`src/rtl/datapath_sequencer.sv`:
```
// datapath_sequencer: fetches 24-bit instructions from a synchronous ROM
// and issues one register-file/ALU operation per instruction.
// Ports: clk, rst_n (sync, active low); start/abort in, busy/done out;
// instr_addr/instr_rd out, instr_data in (ROM, 1-cycle latency);
// Flag in; Op/WA/RAA/RAB/Sel/Ctrl/Wen datapath controls out.
module datapath_sequencer #(
    parameter int PC_W   = 8,
    parameter int WAIT_W = 8
) (
    input  logic            clk,
    input  logic            rst_n,
    input  logic            start,
    input  logic            abort,
    output logic            busy,
    output logic            done,
    output logic [PC_W-1:0] instr_addr,
    output logic            instr_rd,
    input  logic [23:0]     instr_data,
    input  logic            Flag,
    output logic [2:0]      Op,
    output logic [3:0]      WA,
    output logic [3:0]      RAA,
    output logic [3:0]      RAB,
    output logic [3:0]      Sel,
    output logic [7:0]      Ctrl,
    output logic            Wen
);

    typedef enum logic [1:0] {
        S_IDLE,
        S_FETCH,
        S_EXEC,
        S_WAIT
    } state_t;

    localparam logic [2:0] K_ALU  = 3'b000;
    localparam logic [2:0] K_IN   = 3'b001;
    localparam logic [2:0] K_BRF  = 3'b010;
    localparam logic [2:0] K_JMP  = 3'b011;
    localparam logic [2:0] K_WAIT = 3'b100;
    localparam logic [2:0] K_HALT = 3'b111;

    state_t              r_state, w_state_nx;
    logic [PC_W-1:0]     r_pc, w_pc_nx;
    logic [WAIT_W-1:0]   r_cnt, w_cnt_nx;
    logic                r_busy, w_busy_nx;
    logic                r_done, w_done_nx;
    logic                r_wen, w_wen_nx;
    logic [2:0]          r_op, w_op_nx;
    logic [3:0]          r_wa, w_wa_nx;
    logic [3:0]          r_raa, w_raa_nx;
    logic [3:0]          r_rab, w_rab_nx;
    logic [3:0]          r_sel, w_sel_nx;
    logic [7:0]          r_ctrl, w_ctrl_nx;

    logic [2:0]          w_kind;
    logic [PC_W-1:0]     w_target;
    logic [WAIT_W-1:0]   w_count;
    logic                w_abort;

    assign w_kind   = instr_data[23:21];
    assign w_target = PC_W'(instr_data[7:0]);
    assign w_count  = instr_data[WAIT_W-1:0];
    assign w_abort  = abort && (r_state != S_IDLE);

    always_comb begin
        w_state_nx = r_state;
        w_pc_nx    = r_pc;
        w_cnt_nx   = r_cnt;
        w_busy_nx  = r_busy;
        w_done_nx  = 1'b0;
        w_wen_nx   = 1'b0;
        w_op_nx    = r_op;
        w_wa_nx    = r_wa;
        w_raa_nx   = r_raa;
        w_rab_nx   = r_rab;
        w_sel_nx   = r_sel;
        w_ctrl_nx  = r_ctrl;
        unique case (r_state)
            S_IDLE: begin
                if (start && !abort) begin
                    w_state_nx = S_FETCH;
                    w_pc_nx    = '0;
                    w_busy_nx  = 1'b1;
                end
            end
            S_FETCH: w_state_nx = S_EXEC;
            S_EXEC: begin
                w_state_nx = S_FETCH;
                w_pc_nx    = r_pc + PC_W'(1);
                unique case (w_kind)
                    K_ALU: begin
                        w_op_nx   = instr_data[20:18];
                        w_wa_nx   = instr_data[17:14];
                        w_raa_nx  = instr_data[13:10];
                        w_rab_nx  = instr_data[9:6];
                        w_ctrl_nx = instr_data[7:0];
                        w_wen_nx  = instr_data[5];
                    end
                    K_IN: begin
                        w_op_nx   = 3'b100;
                        w_wa_nx   = instr_data[17:14];
                        w_sel_nx  = instr_data[13:10];
                        w_ctrl_nx = instr_data[7:0];
                        w_wen_nx  = 1'b1;
                    end
                    K_BRF: begin
                        if (Flag) w_pc_nx = w_target;
                    end
                    K_JMP: w_pc_nx = w_target;
                    K_WAIT: begin
                        if (w_count != '0) begin
                            w_state_nx = S_WAIT;
                            w_cnt_nx   = w_count - WAIT_W'(1);
                        end
                    end
                    K_HALT: begin
                        w_state_nx = S_IDLE;
                        w_busy_nx  = 1'b0;
                        w_done_nx  = 1'b1;
                    end
                    default: ;
                endcase
            end
            S_WAIT: begin
                if (r_cnt == '0) w_state_nx = S_FETCH;
                else             w_cnt_nx   = r_cnt - WAIT_W'(1);
            end
            default: w_state_nx = S_IDLE;
        endcase
        // abort discards whatever this cycle would have issued
        if (w_abort) begin
            w_state_nx = S_IDLE;
            w_pc_nx    = r_pc;
            w_cnt_nx   = r_cnt;
            w_busy_nx  = 1'b0;
            w_done_nx  = 1'b0;
            w_wen_nx   = 1'b0;
            w_op_nx    = r_op;
            w_wa_nx    = r_wa;
            w_raa_nx   = r_raa;
            w_rab_nx   = r_rab;
            w_sel_nx   = r_sel;
            w_ctrl_nx  = r_ctrl;
        end
    end

    always_ff @(posedge clk) begin
        if (!rst_n) begin
            r_state <= S_IDLE;
            r_pc    <= '0;
            r_cnt   <= '0;
            r_busy  <= 1'b0;
            r_done  <= 1'b0;
            r_wen   <= 1'b0;
            r_op    <= '0;
            r_wa    <= '0;
            r_raa   <= '0;
            r_rab   <= '0;
            r_sel   <= '0;
            r_ctrl  <= '0;
        end else begin
            r_state <= w_state_nx;
            r_pc    <= w_pc_nx;
            r_cnt   <= w_cnt_nx;
            r_busy  <= w_busy_nx;
            r_done  <= w_done_nx;
            r_wen   <= w_wen_nx;
            r_op    <= w_op_nx;
            r_wa    <= w_wa_nx;
            r_raa   <= w_raa_nx;
            r_rab   <= w_rab_nx;
            r_sel   <= w_sel_nx;
            r_ctrl  <= w_ctrl_nx;
        end
    end

    assign busy       = r_busy;
    assign done       = r_done;
    assign instr_addr = r_pc;
    assign instr_rd   = (r_state == S_FETCH);
    assign Op         = r_op;
    assign WA         = r_wa;
    assign RAA        = r_raa;
    assign RAB        = r_rab;
    assign Sel        = r_sel;
    assign Ctrl       = r_ctrl;
    // an abort in the issue cycle suppresses the pending write
    assign Wen        = r_wen && !w_abort;

endmodule

```
`config.mk`:
```
export PLATFORM = sky130hd
export DESIGN_NAME = datapath_sequencer
export DESIGN_NICKNAME = d
export VERILOG_FILES = /design/src/rtl/datapath_sequencer.sv
export SDC_FILE = /design/constraint.sdc
export NUM_CORES = 1
export LEC_CHECK = 0
export CAP_MARGIN = 0
export CORE_ASPECT_RATIO = 0.7
export CORE_MARGIN = 2
export CORE_UTILIZATION = 52
export DETAILED_ROUTE_END_ITERATION = 10
export PLACE_DENSITY = 0.91
export SYNTH_ARGS = -nofsm -noshare
export SYNTH_HDL_FRONTEND = slang
export SYNTH_SLANG_ARGS = --single-unit
```
`constraint.sdc`:
```
create_clock -name clk -period 6.2 [get_ports clk]
set_clock_uncertainty 0.2 [all_clocks]
set_input_delay 1.55 -clock clk [delete_from_list [all_inputs] [get_ports clk]]
set_output_delay 1.55 -clock clk [all_outputs]
set_load 0.05 [all_outputs]
```
==> tab_implementation.tex <==
\begin{tabular}{lr}
\hline
Metric & Value \\
\hline
\multicolumn{2}{l}{\textbf{Worst setup path}} \\
\quad Critical path's largest stage delay & between 0.7 and 0.8 ns \\
\quad Signal arrival time at the worst endpoint & 3.20 ns \\
\quad Slowest CP cell & sky130\_fd\_sc\_hd\_\_clkdlybuf4s50\_1 \\
\quad Maximum fanout along the worst path & 6 \\
\quad Register-to-register setup slack & 3.41 ns \\
\quad Destination of the worst register-to-register timing path & r\_cnt[4] \\
\quad Reg2Reg Depth & 8 \\
\quad Worst flop-to-flop path startpoint & r\_state[0] \\
\quad Buffering stage count on the worst path with inverters included & 2 \\
\quad Family of cells with the greatest summed delay on the critical path & buffers and inverters \\
\quad Crit path required time & 4.45 ns \\
\quad Most frequent CP cell & sky130\_fd\_sc\_hd\_\_clkdlybuf4s50\_1 \\
\quad Type of origin of the critical path & input pin \\
\quad Category of the most critical setup path & input pin to output pin \\
\quad Endpoint kind of the worst setup timing path & output pin \\
\quad List of cells traversed by the critical path & clkdlybuf4s50\_1 -> nand2b\_1 -> and2\_1 -> clkdlybuf4s50\_1 \\
\multicolumn{2}{l}{\textbf{Finish}} \\
\quad Utilization of the core after routing & a little over two thirds \\
\quad Number of fillers in the final layout & approximately 380 \\
\quad Syn-to-layout area delta & 31.0\% \\
\quad Ratio of cells with drive above 1 in the final layout & 4.14\% \\
\quad Net count, final & 396 \\
\quad Antenna diodes & 0 \\
\multicolumn{2}{l}{\textbf{STA}} \\
\quad Setup TNS & 0 ns \\
\quad Setup repair after global routing missed its margin & false \\
\quad Number of setup violations in the final report & 0 \\
\quad Peak clock frequency supported by timing & 202 MHz \\
\quad Final Hold Violating Endpoints & 0 \\
\quad Final hold slack & 0.258 ns \\
\quad Part of the cycle the worst path needs & 79.9\% \\
\quad Max-slew violation count & 0 \\
\quad Actual slew at the worst max-slew pin & between 0.8 and 0.9 ns \\
\quad Clock period minus final worst setup slack & 4.95 ns \\
\quad Relative slew slack & between 40 and 50\% \\
\multicolumn{2}{l}{\textbf{Clock tree}} \\
\quad Cts bufs inserted & 5 \\
\quad Count of clock tree sinks & 48 \\
\quad Clock root buffer & sky130\_fd\_sc\_hd\_\_clkbuf\_8 \\
\quad TritonCTS clock tree & yes \\
\quad Level count of the clock H-tree & 2 \\
\quad Post CTS Setup Buffer Count & 0 \\
\quad Clk\_lat worst skew & 0.31 ns \\
\quad Number of gates resized after cts & 0 \\
\quad Hold\_buf cts & 0 \\
\quad Deepest clock path buffer count & 2 \\
\quad Clk slew on worst S/H paths & 0.09 ns \\
\multicolumn{2}{l}{\textbf{Logic synthesis}} \\
\quad Cells after synthesis & just over 300 \\
\quad Count of unique library cells instantiated by Yosys & 52 \\
\quad Dominant cell by count in the synthesized netlist & sky130\_fd\_sc\_hd\_\_nand2\_1 \\
\quad Leading cell types by count after synthesis & sky130\_fd\_sc\_hd\_\_nand2\_1 (58), sky130\_fd\_sc\_hd\_\_dfxtp\_1 (48), sky130\_fd\_sc\_hd\_\_a21boi\_1 (30), sky130\_fd\_sc\_hd\_\_nor2\_1 (15), sky130\_fd\_sc\_hd\_\_o21ai\_0 (14) \\
\quad Post-synth top area cell & sky130\_fd\_sc\_hd\_\_dfxtp\_1 \\
\quad EDFF count, synth & 0 \\
\quad Biggest area contributors in the synthesized netlist & sky130\_fd\_sc\_hd\_\_dfxtp\_1 (39\%), sky130\_fd\_sc\_hd\_\_a21boi\_1 (9.0\%), sky130\_fd\_sc\_hd\_\_nand2\_1 (8.7\%), sky130\_fd\_sc\_hd\_\_mux2i\_1 (4.4\%), sky130\_fd\_sc\_hd\_\_ha\_1 (3.0\%) \\
\quad Post-synthesis cell area & 2490 um\^{}2 \\
\quad Avg Inst Size Synth & 8.23 um\^{}2 \\
\quad Number of storage elements in the synthesis netlist & 48 \\
\quad Net count of the mapped netlist & 338 \\
\quad Async set-reset flop share out of synthesis & 0\% \\
\quad Flip-flop cell with the highest count after synthesis & sky130\_fd\_sc\_hd\_\_dfxtp\_1 \\
\quad Proportion of netlist area held by the largest area contributor & between 30\% and 40\% \\
\quad Sequential element share of the synthesized area & 38.6\% \\
\quad Total number of yosys warnings & 0 \\
\multicolumn{2}{l}{\textbf{Global route}} \\
\quad Wire length of the first global-routing pass & approximately 9.7 mm \\
\quad Total GRT Usage & 23.6\% \\
\quad Maximum number of pins on one net before global-route repair & 46 \\
\quad Vias in the first global route & 2,070 \\
\quad Antenna violations before repair & 0 \\
\quad Gr ovfl total & 0 \\
\multicolumn{2}{l}{\textbf{Run status}} \\
\quad Status & finished clean \\
\multicolumn{2}{l}{\textbf{Die}} \\
\quad Std cell rows & 21 \\
\quad Die area & 5370 um\^{}2 \\
\quad Initial core utilization & 53.0\% \\
\quad Core area & around 4700 um\^{}2 \\
\quad Vertical die dimension & 61.9 um \\
\quad Chip Width & 86.7 um \\
\quad I/O pin cnt & 68 \\
\multicolumn{2}{l}{\textbf{Job}} \\
\quad Max-Cap Viols & 0 \\
\multicolumn{2}{l}{\textbf{Power}} \\
\quad Pleak & 1.15 nW \\
\quad IR Drop Worst-Case VDD & around 120 uV \\
\quad Clock group share of total power & 33.5\% \\
\quad Internal power & 439 uW \\
\quad Switching power of the nets & 161 uW \\
\quad Ratio of total power to cell area & 184 nW/um\^{}2 \\
\quad Fraction of power consumed by combinational cells & 14.2\% \\
\quad Fraction of power spent switching nets & 26.9\% \\
\quad Pwr Total & between 600 and 700 uW \\
\quad Sequential share of power & 52.3\% \\
\multicolumn{2}{l}{\textbf{Hold path}} \\
\quad Hold EP & Sel[0] \\
\quad Count of cells along the worst hold path & 2 \\
\quad Path class of the lowest-slack min-delay path & register to register \\
\quad Worst min-delay path startpoint & Sel[0] \\
\multicolumn{2}{l}{\textbf{Drt}} \\
\quad Vias/cell & 5.84 \\
\quad Remaining number of nets flagged by the antenna check after routing & 0 \\
\quad First-iteration detailed-routing DRC count & 171 \\
\quad DRT Wirelength & approximately 6.5 mm \\
\quad Drt pass-1 iters & 5 \\
\quad Detailed-route wire length per cell & roughly 16 um \\
\quad Total via count in the routed design & about 2,400 \\
\quad DRC & 0 \\
\multicolumn{2}{l}{\textbf{Placement}} \\
\quad Gp weighted congestion & 0.892 \\
\quad HPWL Detailed & 4.57 mm \\
\quad Number of I/O port buffers & between 60 and 70 \\
\hline
\end{tabular}
-- cell type report --
| cell class | count | area, um^2 | share of cell area, % |
|---|---|---|---|
| Multi-Input combinational cell | 230 | 1430 | 43.7 |
| Sequential cell | 48 | 961 | 29.4 |
| Timing Repair Buffer | 68 | 678 | 20.8 |
| Clock buffer | 6 | 82.6 | 2.53 |
| Tap cell | 57 | 71.3 | 2.18 |
| Inverter | 8 | 30.0 | 0.920 |
| Clock inverter | 2 | 15.0 | 0.460 |
-- placed cells by master, fill, tap and decap left out, types with 5 or more instances in the layout --
cell type                         instances
sky130_fd_sc_hd__a21boi_1                30
sky130_fd_sc_hd__clkdlybuf4s50_1         67
sky130_fd_sc_hd__mux2i_1                 11
sky130_fd_sc_hd__inv_1                    8
sky130_fd_sc_hd__ha_1                     6
sky130_fd_sc_hd__nand2_1                 58
sky130_fd_sc_hd__clkbuf_8                 6
sky130_fd_sc_hd__and2_1                   6
sky130_fd_sc_hd__nand3_1                 11
sky130_fd_sc_hd__nor2_1                  15
sky130_fd_sc_hd__nor3_1                   5
sky130_fd_sc_hd__o21ai_0                 14
sky130_fd_sc_hd__a21oi_1                  9
sky130_fd_sc_hd__dfxtp_1                 48
-- power groups by stage --
stage          clock [mW]  sequential [mW]  combinational (mW)
4_1_cts             0.202            0.314              0.0839
6_report            0.201            0.314              0.0852
2_1_floorplan           0            0.326              0.0418
3_5_place_dp            0            0.321              0.0837
3_3_place_gp            0            0.321              0.0816
5_1_grt             0.215            0.314              0.0908
-- worst register-to-register path, cell delays in order, from the launching register on --
cell and delay (ns):
sky130_fd_sc_hd__dfxtp_1 0.40, sky130_fd_sc_hd__ha_1 0.61, sky130_fd_sc_hd__mux2i_1 0.31, sky130_fd_sc_hd__ha_1 0.26, sky130_fd_sc_hd__nor3b_1 0.26, sky130_fd_sc_hd__xor2_1 0.19
sky130_fd_sc_hd__nor2_1 0.06, sky130_fd_sc_hd__a211o_1 0.29, sky130_fd_sc_hd__a21boi_1 0.13
-- stage by stage --
step           instance area (um^2)  std cells  setup WS, ns
2_1_floorplan                  2490        303          2.36
3_3_place_gp                   3170        411          1.33
3_5_place_dp                   3170        411          1.27
4_1_cts                        3260        419          1.25
5_1_grt                        3260        419          1.15
6_report                       3260        419          1.25
-- flip-flops by register name (all words and copies together), names as in the netlist --
register    count
Ctrl            8
r_cnt           8
busy            1
WA              4
Sel             4
Op              3
r_wen           1
r_state         2
done            1
instr_addr      8
RAA             4
RAB             4
-- logic make-up (layout without fill, tap and decap cells) --
family | count (synthesis) | count (layout) | synth area share [%]
xor gates and xnor gates | 4 | 4 | 1.41
AOI/OAI and AO/OA | 83 | 83 | 23.7
DFF | 48 | 48 | 38.6
adders and majority gates | 6 | 6 | 3.01
muxes | 11 | 11 | 4.42
buffers and inverters | 25 | 84 | 4.22
and+or+nand+nor | 126 | 126 | 24.7
-- routing by layer --
metal	vias to the layer above	global-route usage, %	wire, um
met5	-	0	0
met4	0	9.15	96
met3	14	5.28	418
met2	92	36.6	2920
met1	1158	32.6	3090
li1	1181	-	-
-- how the worst max path moves through the flow --
stage	from	to	cells past startpoint
2_1_floorplan	abort	Wen	2
3_3_place_gp	abort	Wen	4
3_5_place_dp	abort	Wen	4
4_1_cts	abort	Wen	4
5_1_grt	abort	Wen	4
6_report	abort	Wen	4
Note: power is estimated with default switching activity, not from simulation.
